[src/rtl/fetch_pkg.sv]
// Shared types and constants for the instruction-fetch stage.
// A buffer entry pairs each fetched word with the PC it came from.
package fetch_pkg;

  localparam int XLEN    = 32;
  localparam int INSTR_W = 32;

  localparam logic [INSTR_W-1:0] NOP_INSTR = 32'h0000_0013;

  typedef struct packed {
    logic [XLEN-1:0]    pc;
    logic [INSTR_W-1:0] instr;
  } fetch_entry_t;

  // Instruction addresses are word aligned; the low two bits are dropped.
  function automatic logic [XLEN-1:0] align_pc(input logic [XLEN-1:0] addr);
    return {addr[XLEN-1:2], 2'b00};
  endfunction

endpackage

[src/rtl/instr_fetch_if.sv]
// Fetch-stage signal bundle: instruction-memory port, redirect input and decode handshake.
// The master modport is the fetch stage; the slave modport is its environment.
interface instr_fetch_if;
  import fetch_pkg::*;

  logic [XLEN-1:0]    imem_addr;
  logic [INSTR_W-1:0] imem_data;
  logic               redirect_valid;
  logic [XLEN-1:0]    redirect_pc;
  logic               out_valid;
  logic               out_ready;
  logic [INSTR_W-1:0] out_instr;
  logic [XLEN-1:0]    out_pc;

  modport master (
    output imem_addr,
    input  imem_data,
    input  redirect_valid,
    input  redirect_pc,
    output out_valid,
    input  out_ready,
    output out_instr,
    output out_pc
  );

  modport slave (
    input  imem_addr,
    output imem_data,
    output redirect_valid,
    output redirect_pc,
    input  out_valid,
    output out_ready,
    input  out_instr,
    input  out_pc
  );

endinterface

[src/rtl/fetch_buffer.sv]
// DEPTH-entry synchronous FIFO of fetch entries with flush.
// full/empty are registered from the next-state count so the consumer sees clean flags.
module fetch_buffer
  import fetch_pkg::*;
#(
  parameter int DEPTH = 2
) (
  input  logic         clk,
  input  logic         reset,
  input  logic         push,
  input  logic         pop,
  input  logic         flush,
  input  fetch_entry_t wdata,
  output fetch_entry_t rdata,
  output logic         full,
  output logic         empty
);

  localparam int PTR_W = (DEPTH > 1) ? $clog2(DEPTH) : 1;
  localparam int CNT_W = $clog2(DEPTH + 1);

  fetch_entry_t     mem [DEPTH];
  logic [PTR_W-1:0] rd_ptr;
  logic [PTR_W-1:0] wr_ptr;
  logic [CNT_W-1:0] count;
  logic [CNT_W-1:0] count_nxt;
  logic             do_push;
  logic             do_pop;

  // A push into a full buffer is legal only when the head leaves in the same cycle.
  always_comb begin
    do_pop    = pop & ~empty;
    do_push   = push & (~full | do_pop);
    count_nxt = count;
    if (flush) begin
      count_nxt = '0;
    end else if (do_push && !do_pop) begin
      count_nxt = count + CNT_W'(1);
    end else if (do_pop && !do_push) begin
      count_nxt = count - CNT_W'(1);
    end else begin
      count_nxt = count;
    end
  end

  // Storage, pointers and flags; flush drops every entry without clearing storage.
  always_ff @(posedge clk) begin
    if (reset) begin
      for (int i = 0; i < DEPTH; i++) begin
        mem[i] <= '0;
      end
      rd_ptr <= '0;
      wr_ptr <= '0;
      count  <= '0;
      empty  <= 1'b1;
      full   <= 1'b0;
    end else begin
      if (flush) begin
        rd_ptr <= '0;
        wr_ptr <= '0;
      end else begin
        if (do_push) begin
          mem[wr_ptr] <= wdata;
          wr_ptr      <= wr_ptr + PTR_W'(1);
        end
        if (do_pop) begin
          rd_ptr <= rd_ptr + PTR_W'(1);
        end
      end
      count <= count_nxt;
      empty <= (count_nxt == CNT_W'(0));
      full  <= (count_nxt == CNT_W'(DEPTH));
    end
  end

  assign rdata = mem[rd_ptr];

endmodule

[src/rtl/instr_fetch.sv]
// Instruction-fetch stage: owns the PC, reads the combinational instruction memory
// and queues {pc, instr} pairs for decode; a redirect flushes the queue and reloads the PC.
module instr_fetch
  import fetch_pkg::*;
#(
  parameter logic [XLEN-1:0] RESET_PC = 32'h0000_0000,
  parameter int              DEPTH    = 2
) (
  input logic           clk,
  input logic           reset,
  instr_fetch_if.master bus
);

  logic [XLEN-1:0] pc;
  logic            push;
  logic            pop;
  logic            full;
  logic            empty;
  fetch_entry_t    wdata;
  fetch_entry_t    rdata;

  // Redirect overrides both sides; a full buffer still accepts a fetch while its head drains.
  always_comb begin
    pop         = ~empty & bus.out_ready & ~bus.redirect_valid;
    push        = ~bus.redirect_valid & (~full | pop);
    wdata.pc    = pc;
    wdata.instr = bus.imem_data;
  end

  // Program counter: a stalled fetch keeps the address so the same word is re-read.
  always_ff @(posedge clk) begin
    if (reset) begin
      pc <= RESET_PC;
    end else if (bus.redirect_valid) begin
      pc <= align_pc(bus.redirect_pc);
    end else if (push) begin
      pc <= pc + 32'd4;
    end else begin
      pc <= pc;
    end
  end

  fetch_buffer #(
    .DEPTH (DEPTH)
  ) u_buf (
    .clk   (clk),
    .reset (reset),
    .push  (push),
    .pop   (pop),
    .flush (bus.redirect_valid),
    .wdata (wdata),
    .rdata (rdata),
    .full  (full),
    .empty (empty)
  );

  assign bus.imem_addr = pc;
  assign bus.out_valid = ~empty;
  assign bus.out_instr = rdata.instr;
  assign bus.out_pc    = rdata.pc;

endmodule

[src/flat_wrapper.sv]
// flat-port wrapper written by rule: the top's interface ports become plain ports
module instr_fetch_flat import fetch_pkg::*;
#(
  parameter logic [XLEN-1:0] RESET_PC = 32'h0000_0000,
  parameter int              DEPTH    = 2
)
  (clk, reset, bus_imem_addr, bus_imem_data, bus_redirect_valid, bus_redirect_pc, bus_out_valid, bus_out_ready, bus_out_instr, bus_out_pc);
  instr_fetch_if bus_i ();
  input logic clk;
  input logic reset;
  output wire logic [$bits(bus_i.imem_addr)-1:0] bus_imem_addr;
  input wire logic [$bits(bus_i.imem_data)-1:0] bus_imem_data;
  input wire logic [$bits(bus_i.redirect_valid)-1:0] bus_redirect_valid;
  input wire logic [$bits(bus_i.redirect_pc)-1:0] bus_redirect_pc;
  output wire logic [$bits(bus_i.out_valid)-1:0] bus_out_valid;
  input wire logic [$bits(bus_i.out_ready)-1:0] bus_out_ready;
  output wire logic [$bits(bus_i.out_instr)-1:0] bus_out_instr;
  output wire logic [$bits(bus_i.out_pc)-1:0] bus_out_pc;
  assign bus_imem_addr = bus_i.imem_addr;
  assign bus_i.imem_data = bus_imem_data;
  assign bus_i.redirect_valid = bus_redirect_valid;
  assign bus_i.redirect_pc = bus_redirect_pc;
  assign bus_out_valid = bus_i.out_valid;
  assign bus_i.out_ready = bus_out_ready;
  assign bus_out_instr = bus_i.out_instr;
  assign bus_out_pc = bus_i.out_pc;
  instr_fetch #(.RESET_PC(RESET_PC), .DEPTH(DEPTH)) u_core (.clk(clk), .reset(reset), .bus(bus_i));
endmodule
[config.mk]
export PLATFORM = sky130hd
export DESIGN_NAME = instr_fetch_flat
export DESIGN_NICKNAME = d
export VERILOG_FILES = /design/src/rtl/fetch_pkg.sv /design/src/rtl/instr_fetch_if.sv /design/src/rtl/fetch_buffer.sv /design/src/rtl/instr_fetch.sv /design/src/flat_wrapper.sv
export SDC_FILE = /design/constraint.sdc
export NUM_CORES = 1
export LEC_CHECK = 0
export CAP_MARGIN = 20
export CORE_ASPECT_RATIO = 1.25
export CORE_MARGIN = 4
export CORE_UTILIZATION = 31
export DETAILED_ROUTE_END_ITERATION = 8
export GPL_TIMING_DRIVEN = 0
export PLACE_DENSITY_LB_ADDON = 0.15
export SKIP_LAST_GASP = 1
export SLEW_MARGIN = 20
export SYNTH_ARGS = -nofsm -noshare
export SYNTH_HDL_FRONTEND = slang
export SYNTH_SLANG_ARGS = --single-unit
export TNS_END_PERCENT = 30
[constraint.sdc]
create_clock -name clk -period 6.3 [get_ports clk]
set_clock_uncertainty 0.05 [all_clocks]
set_input_delay 0.945 -clock clk [delete_from_list [all_inputs] [get_ports clk]]
set_output_delay 0.945 -clock clk [all_outputs]
set_load 0.05 [all_outputs]
==> results of run 1 <==
-- worst max-delay path, cell delays in order (launching register included) --
cell and delay, ns:
dfxtp_1 0.30, clkbuf_1 0.56, clkbuf_1 0.54, mux2_2 0.40, clkdlybuf4s50_1 0.73
-- cell families after synthesis --
family | Yosys count | synth area share
AND/OR/NAND/NOR | 239 | 0.189
adder cells (fa/ha/maj) | 1 | 0.00169
XOR/XNOR | 9 | 0.0106
other | 1 | 0.000506
multiplexers | 62 | 0.0941
buffers and inverters | 53 | 0.0294
flip-flops | 161 | 0.602
AO/OA/AOI/OAI | 71 | 0.0727
-- through the flow --
step / setup slack [ns] / instance area (µm²) / util / std cells / power [mW]
6_report: 2.35 / 10200 / 0.430 / 1087 / 2.93
3_5_place_dp: 1.88 / 9500 / 0.402 / 1055 / 1.77
5_1_grt: 2.18 / 10200 / 0.430 / 1087 / 3.04
2_1_floorplan: 1.33 / 7430 / - / 600 / 1.57
3_3_place_gp: -1.53 / 9370 / 0.396 / 1050 / 1.76
4_1_cts: 2.23 / 10200 / 0.430 / 1087 / 2.96
-- power breakdown --
part / total, mW / switching, mW / internal, mW
Sequential: 1.26 / 0.0420 / 1.21
Clock: 1.18 / 0.424 / 0.759
Combinational: 0.489 / 0.304 / 0.185
-- metal layers --
layer | wire length, µm | global-route usage | vias to the layer above
met4 | 251 | 0.0422 | 0
met2 | 11000 | 0.284 | 188
li1 | - | - | 2570
met1 | 8650 | 0.192 | 2639
met3 | 1020 | 0.0319 | 21
met5 | 0 | 0 | -
-- synth_stat cells, drive strengths merged (11+ instances only) --
library cell | n | area share
a211oi | 15 | 0.017
dfxtp | 37 | 0.10
nor2 | 27 | 0.014
mux2 | 62 | 0.094
inv | 11 | 0.0056
clkbuf | 34 | 0.017
nand2 | 17 | 0.0086
and2 | 124 | 0.10
nand3 | 15 | 0.010
edfxtp | 124 | 0.50
o21ai | 11 | 0.0074
-- worst min-delay path by stage --
stage	from	end	slack, ns	cells past startpoint
after floorplan	u_core.u_buf.wr_ptr	u_core.u_buf.wr_ptr	0.42	2
after global placement	u_core.u_buf.wr_ptr	u_core.u_buf.wr_ptr	0.44	2
after detailed placement	u_core.u_buf.wr_ptr	u_core.u_buf.wr_ptr	0.45	2
after CTS	u_core.u_buf.wr_ptr	u_core.u_buf.wr_ptr	0.46	2
after global routing	u_core.u_buf.wr_ptr	u_core.u_buf.wr_ptr	0.49	2
final	u_core.u_buf.wr_ptr	u_core.u_buf.wr_ptr	0.46	2
-- state kept, by name, indices dropped and copies added (netlist names), named ones only --
name and cells:
u_core.u_buf.rd_ptr 1, u_core.u_buf.count 2, u_core.u_buf.full 1, u_core.u_buf.empty 1, u_core.u_buf.mem 124, u_core.bus.imem_addr 30
u_core.u_buf.wr_ptr 1
-- cell type report --
cell class              count  area, µm²
flip-flops and latches    161       4460
well taps                 292        365
plain buffers              42        176
inverters                  11       41.3
fillers                  2184      13500
clock buffers              20        447
clock inverters            12        229
repair buffers            163       1690
multi-input cells         386       2760
==> impl_metrics.ini, run 1 <==
[drt]
drt-vias-per-instance = 4.98
drt_iter0_drc = 399
ant_nets = 0
drt_first_pass_iters = 5
drc = 0
vias = 5418
wl_per_cell_um = 19.2
wirelength_um = 20900

[timing]
max_slew.worst_pin.slew_ns = 0.913
period_needed_ns = 3.95
holdWs_ns = 0.460
rsz0062_at_grt = no
finalSetupViolCount = 0
drv_slew = 0
fmax_mhz = 253
slew_headroom = 0.390
fin_crit_sh = 0.627
tns_ns = 0
finalHoldViolCount = 0

[logic_synthesis]
yosysSeqAreaShare = 0.602
synth_flop_cell = edfxtp_1
netlist_area_um2 = 7420
synth_edf_count = 124
synth_cell_types = 51
postSynthAreaPerCell_um2 = 12.4
synth_cells = 597
synth_seq_cells = 161
ys_warn_count = 0
async_flop_share = 0

[clocking]
root_buffer = clkbuf_16
post_cts_resized = 0
cts.reportedPaths.clkPinSlew_ns = 0.07
cts.sinks = 161
numCtsBuffers = 17
clkLatencyLatePin_ns = 0.42
cts_buffer_depth = 2
post_cts_buffers = 0
h-tree-depth = 4
cts_tree = done
postCtsHoldBufs = 0

[critical_path]
startpoint_type = flip-flop
endpoint = bus_out_pc[19]
reg2reg_from = u_core.u_buf.empty
r2r_cells = 7
worstPathArrival_ns = 2.96
r2r_slack_ns = 3.31
crit_required_ns = 5.30
r2r-end = u_core.u_buf.mem[1][9]
endpoint_kind = primary output
crit_type = flip-flop to primary output
worstPathMaxFanout = 10

[global_routing]
antenna_found_initial = 0
grt_overflow = 0
grt_start_max_net_pins = 33
grt_pass1_wl_um = 32400
grt_use_total = 0.158
grt_pass1_vias = 5618

[die]
row_count = 63
die_area_um2 = 26500
core_um2 = 23600
start_util = 0.314
die_w_um = 146
io_pins = 165
die-height_um = 181

[layout]
nets = 851
drive_gt1_frac = 0.138
diodes = 0
layout_commonest_cell = clkdlybuf4s50_1
layout_common_cells = 158 x clkdlybuf4s50_1, 124 x and2_1, 124 x edfxtp_1
area_growth_syn_to_layout_pct = 37.3

[placement]
dp_hpwl_um = 15000
port_buffers = 158
globalplace.congestion = 0.786

[power]
p_leak_nw = 3.67
power.density_nw_per_um2 = 288
ir_worst_vdd_mv = 0.158

[hold_path]
hp-class = flip-flop to flip-flop

[outcome]
status = complete, no violations

[run]
drv_cap = 0
Power figures use the tool's default switching activity.
==> inputs of run 2 (changes only) <==
- clock period: 6.3 -> 4.1 ns (I/O delays scaled with it)
==> run 2 against run 1 <==
Compared with the run above:
- die area unchanged
- sequential power rose by 53%
- setup slack worse by 1.9 ns
==> impl_metrics.ini, run 2 (synthesis gave the netlist of run 1 again) <==
[clocking]
postCtsHoldBufs = 0
cts.reportedPaths.clkPinSlew_ns = 0.07
post_cts_buffers = 0
numCtsBuffers = 17
cts_buffer_depth = 2
root_buffer = clkbuf_16
cts.sinks = 161
post_cts_resized = 0
clkLatencyLatePin_ns = 0.42
cts_tree = done
h-tree-depth = 4

[timing]
setup_slack_ns = 0.471
finalHoldViolCount = 0
slew_headroom = 0.418
tns_ns = 0
max_slew.worst_pin.slew_ns = 0.872
period_needed_ns = 3.63
rsz0062_at_grt = no
drv_slew = 0
finalSetupViolCount = 0
fmax_mhz = 276
fin_crit_sh = 0.885

[drt]
wirelength_um = 20600
drc = 0
drt_first_pass_iters = 5
wl_per_cell_um = 18.9
drt-vias-per-instance = 4.98
ant_nets = 0
vias = 5418
drt_iter0_drc = 256

[global_routing]
grt_pass1_wl_um = 32000
grt_pass1_vias = 5721
grt_overflow = 0
grt_start_max_net_pins = 41
grt_use_total = 0.155
antenna_found_initial = 0

[power]
p_leak_nw = 3.62
power.density_nw_per_um2 = 420
ir_worst_vdd_mv = 0.250

[die]
die-height_um = 181
die_area_um2 = 26500
row_count = 63
core_um2 = 23600
io_pins = 165
die_w_um = 146
start_util = 0.314

[critical_path]
r2r_slack_ns = 1.17
worstPathArrival_ns = 2.96
endpoint_kind = primary output
cp_common_cell = clkbuf_1
startpoint_type = flip-flop
reg2reg_from = u_core.u_buf.empty
crit_type = flip-flop to primary output
crit_required_ns = 3.43
crit_buf_inv = 3
worstPathMaxFanout = 10
crit_chain = clkbuf_1, clkbuf_1, mux2_2, clkdlybuf4s50_1
r2r-end = u_core.u_buf.mem[1][56]
max_stage_delay_ns = 0.74
r2r_cells = 7
path_depth = 4
cpLargestDelayFamily = buffers and inverters
cp_slowest_cell = clkdlybuf4s50_1

[hold_path]
hp-class = flip-flop to flip-flop
holdCritStartpoint = u_core.u_buf.wr_ptr
hold_path_end = u_core.u_buf.wr_ptr
hold-path-cell-count = 2

[layout]
layout_common_cells = 158 x clkdlybuf4s50_1, 124 x and2_1, 124 x edfxtp_1
nets = 851
area_growth_syn_to_layout_pct = 36.0
drive_gt1_frac = 0.138
diodes = 0
num-fill-cells = 2266
layout_commonest_cell = clkdlybuf4s50_1
largest_register_ffs = 124
largest_register = u_core.u_buf.mem

[placement]
place_ws_ns = 0.0953
globalplace.congestion = 0.775
port_buffers = 158
dp_hpwl_um = 14900

[outcome]
status = complete, no violations

[run]
drv_cap = 0
-- run 2: how the worst max path moves through the flow --
stage / from / to / slack (ns)
floorplan: bus_redirect_valid / u_core.u_buf.mem[0][0] / 0.64
global placement: bus_redirect_valid / u_core.u_buf.mem[0][22] / -1.35
detailed placement: bus_redirect_valid / u_core.u_buf.mem[1][60] / 0.1
CTS: flip-flop / bus_out_pc[20] / 0.38
global route: flip-flop / bus_out_pc[19] / 0.31
finish: flip-flop / bus_out_pc[20] / 0.47
-- run 2: tightest hold or removal path: stages, from the launching register on --
cell     delay [ns]
dfxtp_1        0.34
nand3_1        0.07
a21oi_1        0.06
-- run 2: area by class of cell --
cell class / instances / area (µm²) / area share
Timing Repair Buffer: 163 / 1700 / 0.169
Multi-Input combinational cell: 386 / 2760 / 0.274
Buffer: 42 / 176 / 0.0175
Clock inverter: 12 / 136 / 0.0135
Tap cell: 292 / 365 / 0.0362
Clock buffer: 20 / 437 / 0.0433
Inverter: 11 / 41.3 / 0.00409
Sequential cell: 161 / 4460 / 0.443
-- run 2: through the flow --
stage	hold slack, ns	area (µm²)	power [mW]	cells	utilization
after floorplan	0.415	7430	2.40	600	-
after global placement	0.438	9380	2.70	1050	0.397
after detailed placement	0.456	9510	2.73	1055	0.402
after CTS	0.467	10100	4.28	1087	0.426
after global routing	0.495	10100	4.39	1087	0.426
final	0.464	10100	4.23	1087	0.426
-- run 2: layer usage --
metal / global-route usage / routed length [µm] / up-vias
li1: - / - / 2571
met1: 0.191 / 8670 / 2644
met2: 0.271 / 10500 / 179
met3: 0.0344 / 1040 / 24
met4: 0.0497 / 319 / 0
met5: 0 / 0 / -
-- run 2: power breakdown --
group | total (mW) | switching (mW) | internal [mW]
logic | 0.751 | 0.465 | 0.286
registers | 1.93 | 0.0651 | 1.87
clock network | 1.55 | 0.651 | 0.900
==> inputs of run 3 (changes only) <==
- CTS_CLUSTER_DIAMETER: default -> 120
- clock period: 4.1 -> 3.8 ns (I/O delays scaled with it)
==> results of run 3 <==
Same layout as run 2 (identical final DEF). Status: complete, no violations.
Main changes from that run: setup slack after placement 0.0953 ns -> -0.160 ns; setup slack after layout 0.471 ns -> 0.216 ns; register-to-register setup slack 1.17 ns -> 0.87 ns; total power 4.23 mW -> 4.57 mW; worst IR drop on VDD 0.250 mV -> 0.270 mV
